==> src/rtl/sbqm_sensor_driver.sv <==
// Photocell stimulus generator for the bank queue manager: turns arrive/depart request
// handshakes into single timed beam-break pulses on the back (a) and front (b) sensor lines.
module sbqm_sensor_driver #(
  parameter int unsigned PULSE_LEN = 4,
  parameter int unsigned GAP_LEN   = 2,
  parameter int unsigned MAX_P     = 7
) (
  input  logic       clk,
  input  logic       reset,
  input  logic       arrive_req,
  input  logic       depart_req,
  input  logic       emptyFlag,
  input  logic       fullFlag,
  output logic       a,
  output logic       b,
  output logic       arrive_ack,
  output logic       depart_ack,
  output logic       rejected,
  output logic       busy,
  output logic [2:0] pCountShadow
);

  typedef enum logic [1:0] {StIdle, StPulseA, StPulseB, StGap} state_e;

  localparam logic [7:0] PulseLoad = 8'(PULSE_LEN - 1);
  localparam logic [7:0] GapLoad   = 8'(GAP_LEN - 1);
  localparam logic [2:0] MaxCount  = 3'(MAX_P);

  state_e     state_q, state_d;
  logic [7:0] cnt_q, cnt_d;
  logic [2:0] count_q, count_d;
  logic       arrive_ack_q, arrive_ack_d;
  logic       depart_ack_q, depart_ack_d;
  logic       rejected_q, rejected_d;

  always_ff @(posedge clk or posedge reset) begin
    if (reset) begin
      state_q      <= StIdle;
      cnt_q        <= 8'd0;
      count_q      <= 3'd0;
      arrive_ack_q <= 1'b0;
      depart_ack_q <= 1'b0;
      rejected_q   <= 1'b0;
    end else begin
      state_q      <= state_d;
      cnt_q        <= cnt_d;
      count_q      <= count_d;
      arrive_ack_q <= arrive_ack_d;
      depart_ack_q <= depart_ack_d;
      rejected_q   <= rejected_d;
    end
  end

  always_comb begin
    state_d      = state_q;
    cnt_d        = cnt_q;
    count_d      = count_q;
    arrive_ack_d = 1'b0;
    depart_ack_d = 1'b0;
    rejected_d   = 1'b0;
    unique case (state_q)
      StIdle: begin
        // Departure has priority: it frees space, and a pending arrival simply waits.
        if (depart_req) begin
          depart_ack_d = 1'b1;
          if (emptyFlag || (count_q == 3'd0)) begin
            rejected_d = 1'b1;
          end else begin
            state_d = StPulseB;
            cnt_d   = PulseLoad;
          end
        end else if (arrive_req) begin
          arrive_ack_d = 1'b1;
          if (fullFlag || (count_q == MaxCount)) begin
            rejected_d = 1'b1;
          end else begin
            state_d = StPulseA;
            cnt_d   = PulseLoad;
          end
        end
      end
      StPulseA, StPulseB: begin
        if (cnt_q == 8'd0) begin
          // Line rises this edge; that is the consumer's count event.
          if (state_q == StPulseA) begin
            if (count_q != MaxCount) count_d = count_q + 3'd1;
          end else begin
            if (count_q != 3'd0) count_d = count_q - 3'd1;
          end
          if (GAP_LEN == 0) begin
            state_d = StIdle;
          end else begin
            state_d = StGap;
            cnt_d   = GapLoad;
          end
        end else begin
          cnt_d = cnt_q - 8'd1;
        end
      end
      StGap: begin
        if (cnt_q == 8'd0) begin
          state_d = StIdle;
        end else begin
          cnt_d = cnt_q - 8'd1;
        end
      end
      default: state_d = StIdle;
    endcase
  end

  // Lines decode straight from state so reset releases them without a clock edge.
  assign a            = (state_q != StPulseA);
  assign b            = (state_q != StPulseB);
  assign busy         = (state_q != StIdle);
  assign arrive_ack   = arrive_ack_q;
  assign depart_ack   = depart_ack_q;
  assign rejected     = rejected_q;
  assign pCountShadow = count_q;

endmodule

==> config.mk <==
export PLATFORM = sky130hd
export DESIGN_NAME = sbqm_sensor_driver
export DESIGN_NICKNAME = d
export VERILOG_FILES = /design/src/rtl/sbqm_sensor_driver.sv
export SDC_FILE = /design/constraint.sdc
export NUM_CORES = 1
export LEC_CHECK = 0
export CAP_MARGIN = 20
export CORE_MARGIN = 4
export CORE_UTILIZATION = 55
export CTS_BUF_LIST = sky130_fd_sc_hd__clkbuf_8
export DETAILED_ROUTE_END_ITERATION = 10
export GPL_ROUTABILITY_DRIVEN = 0
export GPL_TIMING_DRIVEN = 0
export PLACE_DENSITY_LB_ADDON = 0.08
export SLEW_MARGIN = 40
export SYNTH_ARGS = -nofsm -noshare
export SYNTH_HDL_FRONTEND = slang
export SYNTH_SLANG_ARGS = --single-unit
==> constraint.sdc <==
create_clock -name clk -period 2 [get_ports clk]
set_input_delay 0.5 -clock clk [delete_from_list [all_inputs] [get_ports clk]]
set_output_delay 0.5 -clock clk [all_outputs]
set_load 0.02 [all_outputs]
After elaboration in Yosys (flattened, before gate mapping)
Cells that the tools add are included.
{"block": "word_totals", "inputBits": 6, "register_bits": 16, "word_cells": 62}
{"block": "op_classes", "n_reduce_logical": 12, "addsub": 3, "mux": 27, "n_eq_ne": 14}
{"cell": "2-to-1 mux 8 bit", "count": 6}
{"cell": "case mux 8 bit (3 select lines)", "count": 1}
{"cell": "2-to-1 mux 2 bit", "count": 6}
{"cell": "!= test 3 bit (second input constant)", "count": 4}
{"cell": "2-to-1 mux 1 bit", "count": 10}
{"cell": "2-to-1 mux 3 bit", "count": 3}
{"cell": "logical NOT 8 bit", "count": 1}
{"cell": "!= test 2 bit (second input constant)", "count": 4}
{"cell": "AND reduction 4 bit", "count": 2}
{"cell": "subtractor 8 x 1 -> 8 bit (second input constant)", "count": 1}
{"cell": "case mux 2 bit (3 select lines)", "count": 1}
{"cell": "AND reduction 5 bit", "count": 1}
{"cell": "== test 2 bit (second input constant)", "count": 2}
{"cell": "!= test 2 x 1 -> 1 bit (second input constant)", "count": 2}
{"cell": "nonzero test 2 bit", "count": 2}
{"cell": "adder 3 x 1 -> 3 bit (second input constant)", "count": 1}
{"cell": "== test 3 bit (second input constant)", "count": 1}
{"cell": "logical NOT 3 bit", "count": 1}
{"cell": "nonzero test 3 bit", "count": 1}
{"cell": "subtractor 3 x 1 -> 3 bit (second input constant)", "count": 1}
{"cell": "== test 2 x 1 -> 1 bit (second input constant)", "count": 1}
{"cell": "logical NOT 2 bit", "count": 1}
{"cell": "logical OR 1 bit", "count": 2}
{"cell": "OR reduction 2 bit", "count": 1}

Longest topological paths before layout
Gate-level depths: netlist of the first run.
{"block": "depth", "word_depth": 6, "ltp_mapped": 7}

Least setup slack after synthesis of the first run
OpenSTA, ideal clock, no wires.
{"block": "synth_path", "path_kind": "register -> register", "startpoint": "reg state_q[1]", "endpoint": "reg count_q[2], in the netlist pCountShadow[2]", "t_arrival_ps": 1646, "stages_incl_launch_ff": 8, "path_slack_ps": 218, "path_buffers": 0, "path_cell_list": "dfrtp_1 inv_1 ha_1 inv_1 fa_1 xnor2_1 and4_2 xor2_1"}
{"block": "synth_between", "elab_chain_cells": 3, "word_cells_on_any_way": 7, "classes_between": "eq/ne: 3; mux: 1; reduce/logical: 3"}
{"item": "start, declared", "line_no": "29", "source": "state_e state_q, state_d;"}
{"item": "start signal, assigned", "line_no": "38", "source": "state_q <= StIdle;"}
{"item": "start signal, assigned", "line_no": "45", "source": "state_q <= state_d;"}
{"item": "== test 2 x 1 -> 1 bit or == test 2 bit (tied branches)", "line_no": "61, 85"}
{"item": "!= test 2 x 1 -> 1 bit (no source line), or another cell as far along"}
{"item": "AND reduction 4 bit (no source line)"}
{"item": "end signal, assigned", "line_no": "47", "source": "count_q <= count_d;"}
{"item": "end, declared", "line_no": "31", "source": "logic [2:0] count_q, count_d;"}
Parallel ways exist; a longest one is shown, timed or not.
A chain may end at the register's enable or synchronous reset.

Worst setup path after layout of the first run
{"block": "layout_path", "startpoint": "reg state_q[0]", "endpoint": "out a"}
{"block": "layout_between", "elab_chain_cells": 1}
{"item": "!= test 2 x 1 -> 1 bit", "line_no": "112", "source": "assign a = (state_q != StPulseA);"}
{"item": "end, declared", "line_no": "14", "source": "output logic a,"}
No other way between the ends.

==> results by group, run 1 <==
Timing
  • Post-Route Hold Slack: 0.553 ns
  • Slew margin rel.: 55.0%
  • Final setup vio count: 0
  • Worst setup margin: 0.0751 ns
  • Tcrit/Tclk final: 96.2%
  • Slew @ Worst Pin: 0.669 ns
  • Final number of max-transition violations: 0
  • Final total negative setup slack: 0 ns
  • Achievable Freq: 520 MHz
  • Final critical path time including I/O delays and setup: 1.92 ns
  • Worst Skew: 0.00294 ns
  • Total count of hold-check failures in the final report: 0

Clocking
  • Post-CTS Hold Fix Bufs: 0
  • Clock root buffer master: sky130_fd_sc_hd__clkbuf_8
  • Number of sinks on the clock net: 16
  • Clk pin slew, worst setup/hold paths: 0.05 ns
  • Maximum count of clock buffers along a single path: 2
  • Number of CTS-inserted buffers: 3
  • Source-to-sink clock delay at the later pin of the worst-skew pair: 0.25 ns
  • Htree depth: 1
  • TritonCTS clock tree: yes

GRT
  • Total congestion overflow after global routing: 0
  • First-pass GRT wire length: 3980 um
  • All-layer global routing usage: 20.2%
  • Number of antenna violations at the first check in global routing: 0
  • Vias in the first global route: 889
  • Maximum number of pins on one net before global-route repair: 17

Detailed routing
  • Routed wire length per instance: 14.5 um
  • Length of the first detailed-routing pass in iterations: 5
  • Total wirelength of the detailed-routed design: 2170 um
  • Via count: 860
  • Initial detailed-routing violation count: 32
  • Count of nets left with antenna violations after detail routing: 0
  • Ratio of routed vias to standard cells: 5.73
  • DRC violations left: 0

Setup path
  • Worst reg-to-reg path cell count: 6
  • Maximum net fanout on the critical path: 3
  • Critical path buffers and inverters: 3
  • Worst-case register-to-register setup slack: 0.14 ns
  • Crit path to: a
  • Crit-path slowest cell: sky130_fd_sc_hd__dfrtp_1
  • Critical path type: register to output port
  • Data arrival time at the worst-slack endpoint: 1.42 ns
  • Timing startpoint of the critical path: state_q[0]
  • Crit Reg-Reg Startpoint: state_q[1]
  • Reg2Reg Capture Point: cnt_q[7]
  • Number of gates on the worst path with buffers counted: 4
  • Sort of element at the end of the critical path: output port
  • Longest individual stage delay on the worst path: 0.39 ns
  • Cell class contributing the biggest share of worst-path delay: buffers and inverters
  • Required @ worst endpoint: 1.50 ns
  • Cells along the critical path: buf_4 -> ha_1 -> inv_1 -> clkdlybuf4s15_1
  • Worst setup SP type: register

Floorplanning
  • Num rows: 15
  • DIE AREA: 2610 sq um
  • Starting utilization of the core area: 58.6%
  • Top-level I/O count: 15
  • Die Y-Extent: 51.1 um
  • Die X-Extent: 51.1 um
  • Placeable Area: 1750 sq um

Layout
  • Final antenna diode count: 0
  • Area occupied by registers: 400 sq um
  • Layout fillers: 139
  • Fraction of layout cells with a size suffix above 1: 13.6%
  • # nets final: 139
  • Relative area change from synthesis to final layout: 23.3%
  • Combined area of the multi-input logic cells: 561 sq um

Place
  • Post-DP HPWL: 1720 um
  • Total of buffers placed on input and output ports: 14
  • Placement Setup Slack: -0.0988 ns

Power
  • Static power due to leakage: 0.582 nW
  • Net Sw Power: 0.000114 W
  • Cell-internal power: 0.000509 W
  • Part of the power in the clock network: 44.6%
  • Pwr Density: 495 nW/um^2
  • Register share of total power: 51.9%
  • Logic gate share of total power: 3.5%
  • Switching part of the total power: 18.3%
  • Worst-case vdd ir drop: 0.371 mV

Yosys
  • Synth Warn #: 0
  • Cell Area, Synth: 1020 sq um
  • Post-Syn Instances: 105
  • Part of the Yosys area used for sequential elements: 39.2%
  • Number of synthesized flops with an enable pin: 0
  • Share of flip-flops with an asynchronous set or reset: 100%
  • Most used DFF post-synth: sky130_fd_sc_hd__dfrtp_1
  • Largest cells by area after synthesis: sky130_fd_sc_hd__dfrtp_1 (39%), sky130_fd_sc_hd__ha_1 (7.3%), sky130_fd_sc_hd__inv_1 (5.1%), sky130_fd_sc_hd__a31oi_1 (4.9%), sky130_fd_sc_hd__nand2_1 (2.9%)
  • Post-synth top area share: 39.2%
  • Yosys reg bits: 16
  • Number of unique standard cell types used by synthesis: 39
  • Cell type with the highest aggregate area in the netlist: sky130_fd_sc_hd__dfrtp_1
  • Post-synthesis net count: 118
  • Mean instance size in the synthesized netlist: 9.74 sq um
  • Most common cell in the netlist: sky130_fd_sc_hd__dfrtp_1
  • Synth top cells by count: sky130_fd_sc_hd__dfrtp_1 (16), sky130_fd_sc_hd__inv_1 (14), sky130_fd_sc_hd__a31oi_1 (8), sky130_fd_sc_hd__nand2_1 (8), sky130_fd_sc_hd__nor2_1 (7)

Run
  • Count of max-cap constraint violations: 0

Min path
  • Hold/Removal Path Class: register to register

Run status
  • Result of the run: finished clean
[final cells by class]
type                            instances  area share, %
Multi-Input combinational cell         73           44.5
Sequential cell                        16           31.8
Timing Repair Buffer                   16           11.8
Clock buffer                            4           4.37
Inverter                               14           4.17
Tap cell                               25           2.48
Buffer                                  2          0.894
[cells by family (layout without fill, tap and decap cells)]
kind of cell	count (synthesis)	in the layout	synth area share, %
AO/OA/AOI/OAI	31	31	22.4
AND/OR/NAND/NOR	30	30	18.1
flip-flops	16	16	39.2
buffers and inverters	16	36	6.00
adder cells (fa/ha/maj)	7	7	9.30
XOR/XNOR	3	3	2.57
multiplexers	2	2	2.45
[placed cells by master, fill, tap and decap left out, drive strengths merged, types with 5 or more instances in the layout]
| cell | count |
|---|---|
| nand2 | 8 |
| nor2 | 7 |
| inv | 14 |
| dfrtp | 16 |
| a31oi | 8 |
| ha | 6 |
| a21oi | 5 |
| clkbuf | 6 |
| clkdlybuf4s50 | 11 |
[stage by stage]
step                      total power, W  util (%)  cells  area [sq um]
after global placement          0.000351      68.4    144          1190
after detailed placement        0.000352      68.4    144          1190
after floorplan                 0.000338         -    105          1020
after global routing            0.000652      72.2    150          1260
after CTS                       0.000627      71.5    148          1250
final                           0.000624      72.2    150          1260
[power groups by stage]
stage	Clock, W	Combinational, W	Sequential [W]
floorplan	0	0.00000858	0.000330
global placement	0	0.0000218	0.000330
detailed placement	0	0.0000220	0.000330
CTS	0.000281	0.0000220	0.000324
global route	0.000304	0.0000242	0.000323
finish	0.000278	0.0000218	0.000324
[worst reg2reg max path, stage by stage, from the launching register on]
cell                       delay, ns
sky130_fd_sc_hd__dfrtp_1        0.40
sky130_fd_sc_hd__inv_1          0.08
sky130_fd_sc_hd__ha_1           0.38
sky130_fd_sc_hd__nor2_1         0.14
sky130_fd_sc_hd__a211oi_2       0.39
sky130_fd_sc_hd__a41oi_1        0.19
sky130_fd_sc_hd__a31oi_1        0.20
[per-layer routing]
metal	up-vias	GRT usage, %	wire length [um]
met1	415	24.8	959
met2	22	34.3	1100
met3	5	4.66	75
met5	-	0	0
met4	0	7.17	34
li1	418	-	-
[flip-flops by register name, indices dropped and copies added, names as in the netlist]
name and cells:
pCountShadow 3, arrive_ack 1, cnt_q 8, depart_ack 1
state_q 2, rejected 1
[worst min-delay path by stage]
stage	startpoint	endpoint	slack, ns	depth (start not counted)
after floorplan	reset	arrive_ack	0.41	1
after global placement	cnt_q[7]	cnt_q[7]	0.54	1
after detailed placement	cnt_q[7]	cnt_q[7]	0.54	1
after CTS	cnt_q[7]	cnt_q[7]	0.55	1
after global routing	cnt_q[2]	cnt_q[2]	0.61	1
final	cnt_q[7]	cnt_q[7]	0.55	1
[timing repair]
| action | in CTS | in global routing |
|---|---|---|
| buffers inserted | 0 | 2 |
| pin swaps | 0 | 2 |
| resized for setup | 5 | 4 |
| endpoints found under the setup margin | 3 | 5 |
(Power assumes the default switching activity.)
==> run 2, diff against run 1 <==
--- a/config.mk
+++ b/config.mk
@@ -9,9 +9,10 @@
 export CORE_MARGIN = 4
 export CORE_UTILIZATION = 55
 export CTS_BUF_LIST = sky130_fd_sc_hd__clkbuf_8
+export CTS_CLUSTER_SIZE = 16
 export DETAILED_ROUTE_END_ITERATION = 10
 export GPL_ROUTABILITY_DRIVEN = 0
-export GPL_TIMING_DRIVEN = 0
+export GPL_TIMING_DRIVEN = 1
 export PLACE_DENSITY_LB_ADDON = 0.08
 export SLEW_MARGIN = 40
 export SYNTH_ARGS = -nofsm -noshare
==> run 2 against run 1 <==
Compared with the run above:
- combinational power is 2% higher
- final area is 0.60% higher
- clock skew is 0.0036 ns higher
- die area stayed put
- largest cell class unchanged
- register-to-register slack better by 0.04 ns
- global-route usage is 0.82 points higher
- critical path depth is 3 lower
- wire length is 5.8% higher
==> results by group, run 2 (synthesis gave the netlist of run 1 again) <==
Setup path
  • Longest individual stage delay on the worst path: 0.66 ns (was 0.39 ns)
  • Required @ worst endpoint: 1.50 ns (about the same)
  • Cell class contributing the biggest share of worst-path delay: buffers and inverters (unchanged)
  • Sort of element at the end of the critical path: output port (unchanged)
  • Data arrival time at the worst-slack endpoint: 1.42 ns (about the same)
  • Critical path type: register to output port (unchanged)
  • Worst setup SP type: register (unchanged)
  • Critical path buffers and inverters: 1 (was 3)
  • Maximum net fanout on the critical path: 7 (was 3)
  • Cells along the critical path: clkdlybuf4s50_1 (was buf_4 -> ha_1 -> inv_1 -> clkdlybuf4s15_1)
  • Crit-path slowest cell: sky130_fd_sc_hd__clkdlybuf4s50_1 (was sky130_fd_sc_hd__dfrtp_1)

Clocking
  • Number of sinks on the clock net: 16 (unchanged)
  • Clock root buffer master: sky130_fd_sc_hd__clkbuf_8 (unchanged)
  • Post-CTS Hold Fix Bufs: 0 (unchanged)
  • Number of CTS-inserted buffers: 3 (unchanged)
  • Htree depth: 1 (unchanged)
  • Maximum count of clock buffers along a single path: 2 (unchanged)
  • TritonCTS clock tree: yes (unchanged)
  • Setup Fix Bufs, Post-CTS: 0 (unchanged)
  • Source-to-sink clock delay at the later pin of the worst-skew pair: 0.26 ns (was 0.25 ns)
  • Clk pin slew, worst setup/hold paths: 0.07 ns (was 0.05 ns)

GRT
  • Total congestion overflow after global routing: 0 (unchanged)
  • First-pass GRT wire length: 3930 um (was 3980 um)
  • Maximum number of pins on one net before global-route repair: 17 (unchanged)
  • Vias in the first global route: 813 (was 889)
  • Number of antenna violations at the first check in global routing: 0 (unchanged)
  • All-layer global routing usage: 21.0% (was 20.2%)

Layout
  • Utilization after layout: 72.6% (was 72.2%)
  • Max FFs per register: 8 (unchanged)
  • # nets final: 139 (unchanged)
  • Most frequent standard cell in the layout excluding fill and tap cells: sky130_fd_sc_hd__dfrtp_1 (unchanged)
  • Design area: 1270 sq um (was 1260 sq um)
  • Fraction of layout cells with a size suffix above 1: 13.6% (unchanged)
  • Final antenna diode count: 0 (unchanged)
  • Relative area change from synthesis to final layout: 24.0% (was 23.3%)
  • Biggest register: cnt_q (unchanged)
  • Most used cells in the layout excluding fill and tap cells: sky130_fd_sc_hd__dfrtp_1 (16), sky130_fd_sc_hd__inv_1 (14), sky130_fd_sc_hd__clkdlybuf4s50_1 (11) (unchanged)

Power
  • Pwr Density: 501 nW/um^2 (was 495 nW/um^2)
  • Worst-case vdd ir drop: 0.387 mV (was 0.371 mV)
  • Part of the power in the clock network: 45.5% (was 44.6%)
  • Net Sw Power: 0.000126 W (was 0.000114 W)
  • Switching part of the total power: 19.8% (was 18.3%)
  • Logic gate share of total power: 3.5% (about the same)
  • Cell-internal power: 0.000509 W (about the same)
  • Static power due to leakage: 0.593 nW (was 0.582 nW)
  • Register share of total power: 51.0% (was 51.9%)

Timing
  • Slew margin rel.: 55.5% (was 55.0%)
  • Achievable Freq: 521 MHz (was 520 MHz)
  • Final critical path time including I/O delays and setup: 1.92 ns (about the same)
  • Tcrit/Tclk final: 96.0% (was 96.2%)
  • Final setup vio count: 0 (unchanged)
  • Final number of max-transition violations: 0 (unchanged)
  • Slew @ Worst Pin: 0.661 ns (was 0.669 ns)
  • RSZ-0062 raised after global routing: false
  • Post-Route Hold Slack: 0.553 ns (about the same)
  • Total count of hold-check failures in the final report: 0 (unchanged)
  • Worst Skew: 0.00651 ns (was 0.00294 ns)

Floorplanning
  • Num rows: 15 (unchanged)
  • Placeable Area: 1750 sq um (unchanged)
  • Die X-Extent: 51.1 um (unchanged)
  • Die Y-Extent: 51.1 um (unchanged)
  • Top-level I/O count: 15 (unchanged)
  • Starting utilization of the core area: 58.6% (unchanged)
  • DIE AREA: 2610 sq um (unchanged)

Run status
  • Result of the run: finished clean (unchanged)

Detailed routing
  • Length of the first detailed-routing pass in iterations: 4 (was 5)
  • Routed wire length per instance: 15.3 um (was 14.5 um)
  • Count of nets left with antenna violations after detail routing: 0 (unchanged)
  • Total wirelength of the detailed-routed design: 2300 um (was 2170 um)
  • Initial detailed-routing violation count: 13 (was 32)
  • DRC violations left: 0 (unchanged)
  • Via count: 852 (was 860)
  • Ratio of routed vias to standard cells: 5.68 (was 5.73)

Place
  • Placed Area: 1210 sq um (was 1190 sq um)
  • Post-DP HPWL: 1730 um (was 1720 um)
  • Total of buffers placed on input and output ports: 14 (unchanged)

Min path
  • Hold/Removal Path Class: register to register (unchanged)

Run
  • Count of max-cap constraint violations: 0 (unchanged)
run 2: changes by cell type in the layout (fill, tap and decap cells not counted), sizes merged:
cell and delta:
buf +1, clkbuf -2, dlygate4sd2 +1
run 2: final timing paths:
| check | startpoint | endpoint | slack [ns] | cells after the start |
|---|---|---|---|---|
| max | pCountShadow[0] | pCountShadow[0] | 0.08 | 1 |
| min | cnt_q[7] | cnt_q[7] | 0.55 | 1 |
| max reg2reg | cnt_q[0] | pCountShadow[1] | 0.18 | 6 |
| max in group asynchronous | reset | pCountShadow[1] | 0.97 | 2 |
| min reg2reg | cnt_q[7] | cnt_q[7] | 0.55 | 1 |
| min in group asynchronous | reset | cnt_q[3] | 0.62 | 2 |
run 2: repair_timing:
| action | in CTS | in global routing |
|---|---|---|
| endpoints found under the setup margin | 3 | 1 |
| gates resized for setup | 3 | 1 |
| hold endpoints to repair | 0 | 0 |
run 2: power by group through the flow:
stage / Combinational (W) / Clock, W / Sequential (W)
floorplan: 0.00000858 / 0 / 0.000330
global placement: 0.0000219 / 0 / 0.000330
detailed placement: 0.0000220 / 0 / 0.000330
CTS: 0.0000220 / 0.000295 / 0.000324
global route: 0.0000243 / 0.000311 / 0.000323
finish: 0.0000222 / 0.000289 / 0.000324
run 2: area by class of cell:
cell class / instances / area, sq um
multi-input cells: 73 / 561
clock buffers: 4 / 55.1
inverters: 14 / 52.6
fillers: 142 / 478
well taps: 25 / 31.3
flip-flops and latches: 16 / 400
repair buffers: 18 / 168
run 2: worst reg2reg max path: stages, from the launching register on:
cell and delay (ns):
sky130_fd_sc_hd__dfrtp_1 0.41, sky130_fd_sc_hd__inv_1 0.11, sky130_fd_sc_hd__ha_1 0.17, sky130_fd_sc_hd__nor4b_4 0.29, sky130_fd_sc_hd__and2_4 0.23, sky130_fd_sc_hd__and3_4 0.20, sky130_fd_sc_hd__mux2_4 0.29
run 2: per-stage QoR:
stage	TNS, ns	std cells	setup slack, ns	power [W]
after floorplan	0	105	0.218	0.000338
after global placement	0	146	0.00929	0.000352
after detailed placement	-0.00651	146	-0.00651	0.000352
after CTS	0	150	0.0708	0.000641
after global routing	0	150	0.0187	0.000659
final	0	150	0.0805	0.000635
run 2: routing by layer:
| metal | up-vias | part of all wire, % | global-route usage, % |
|---|---|---|---|
| met5 | - | 0 | 0 |
| met4 | 0 | 2.0 | 9.42 |
| met3 | 5 | 3.5 | 6.41 |
| met2 | 12 | 48 | 31.1 |
| met1 | 414 | 46 | 28.0 |
| li1 | 421 | - | - |
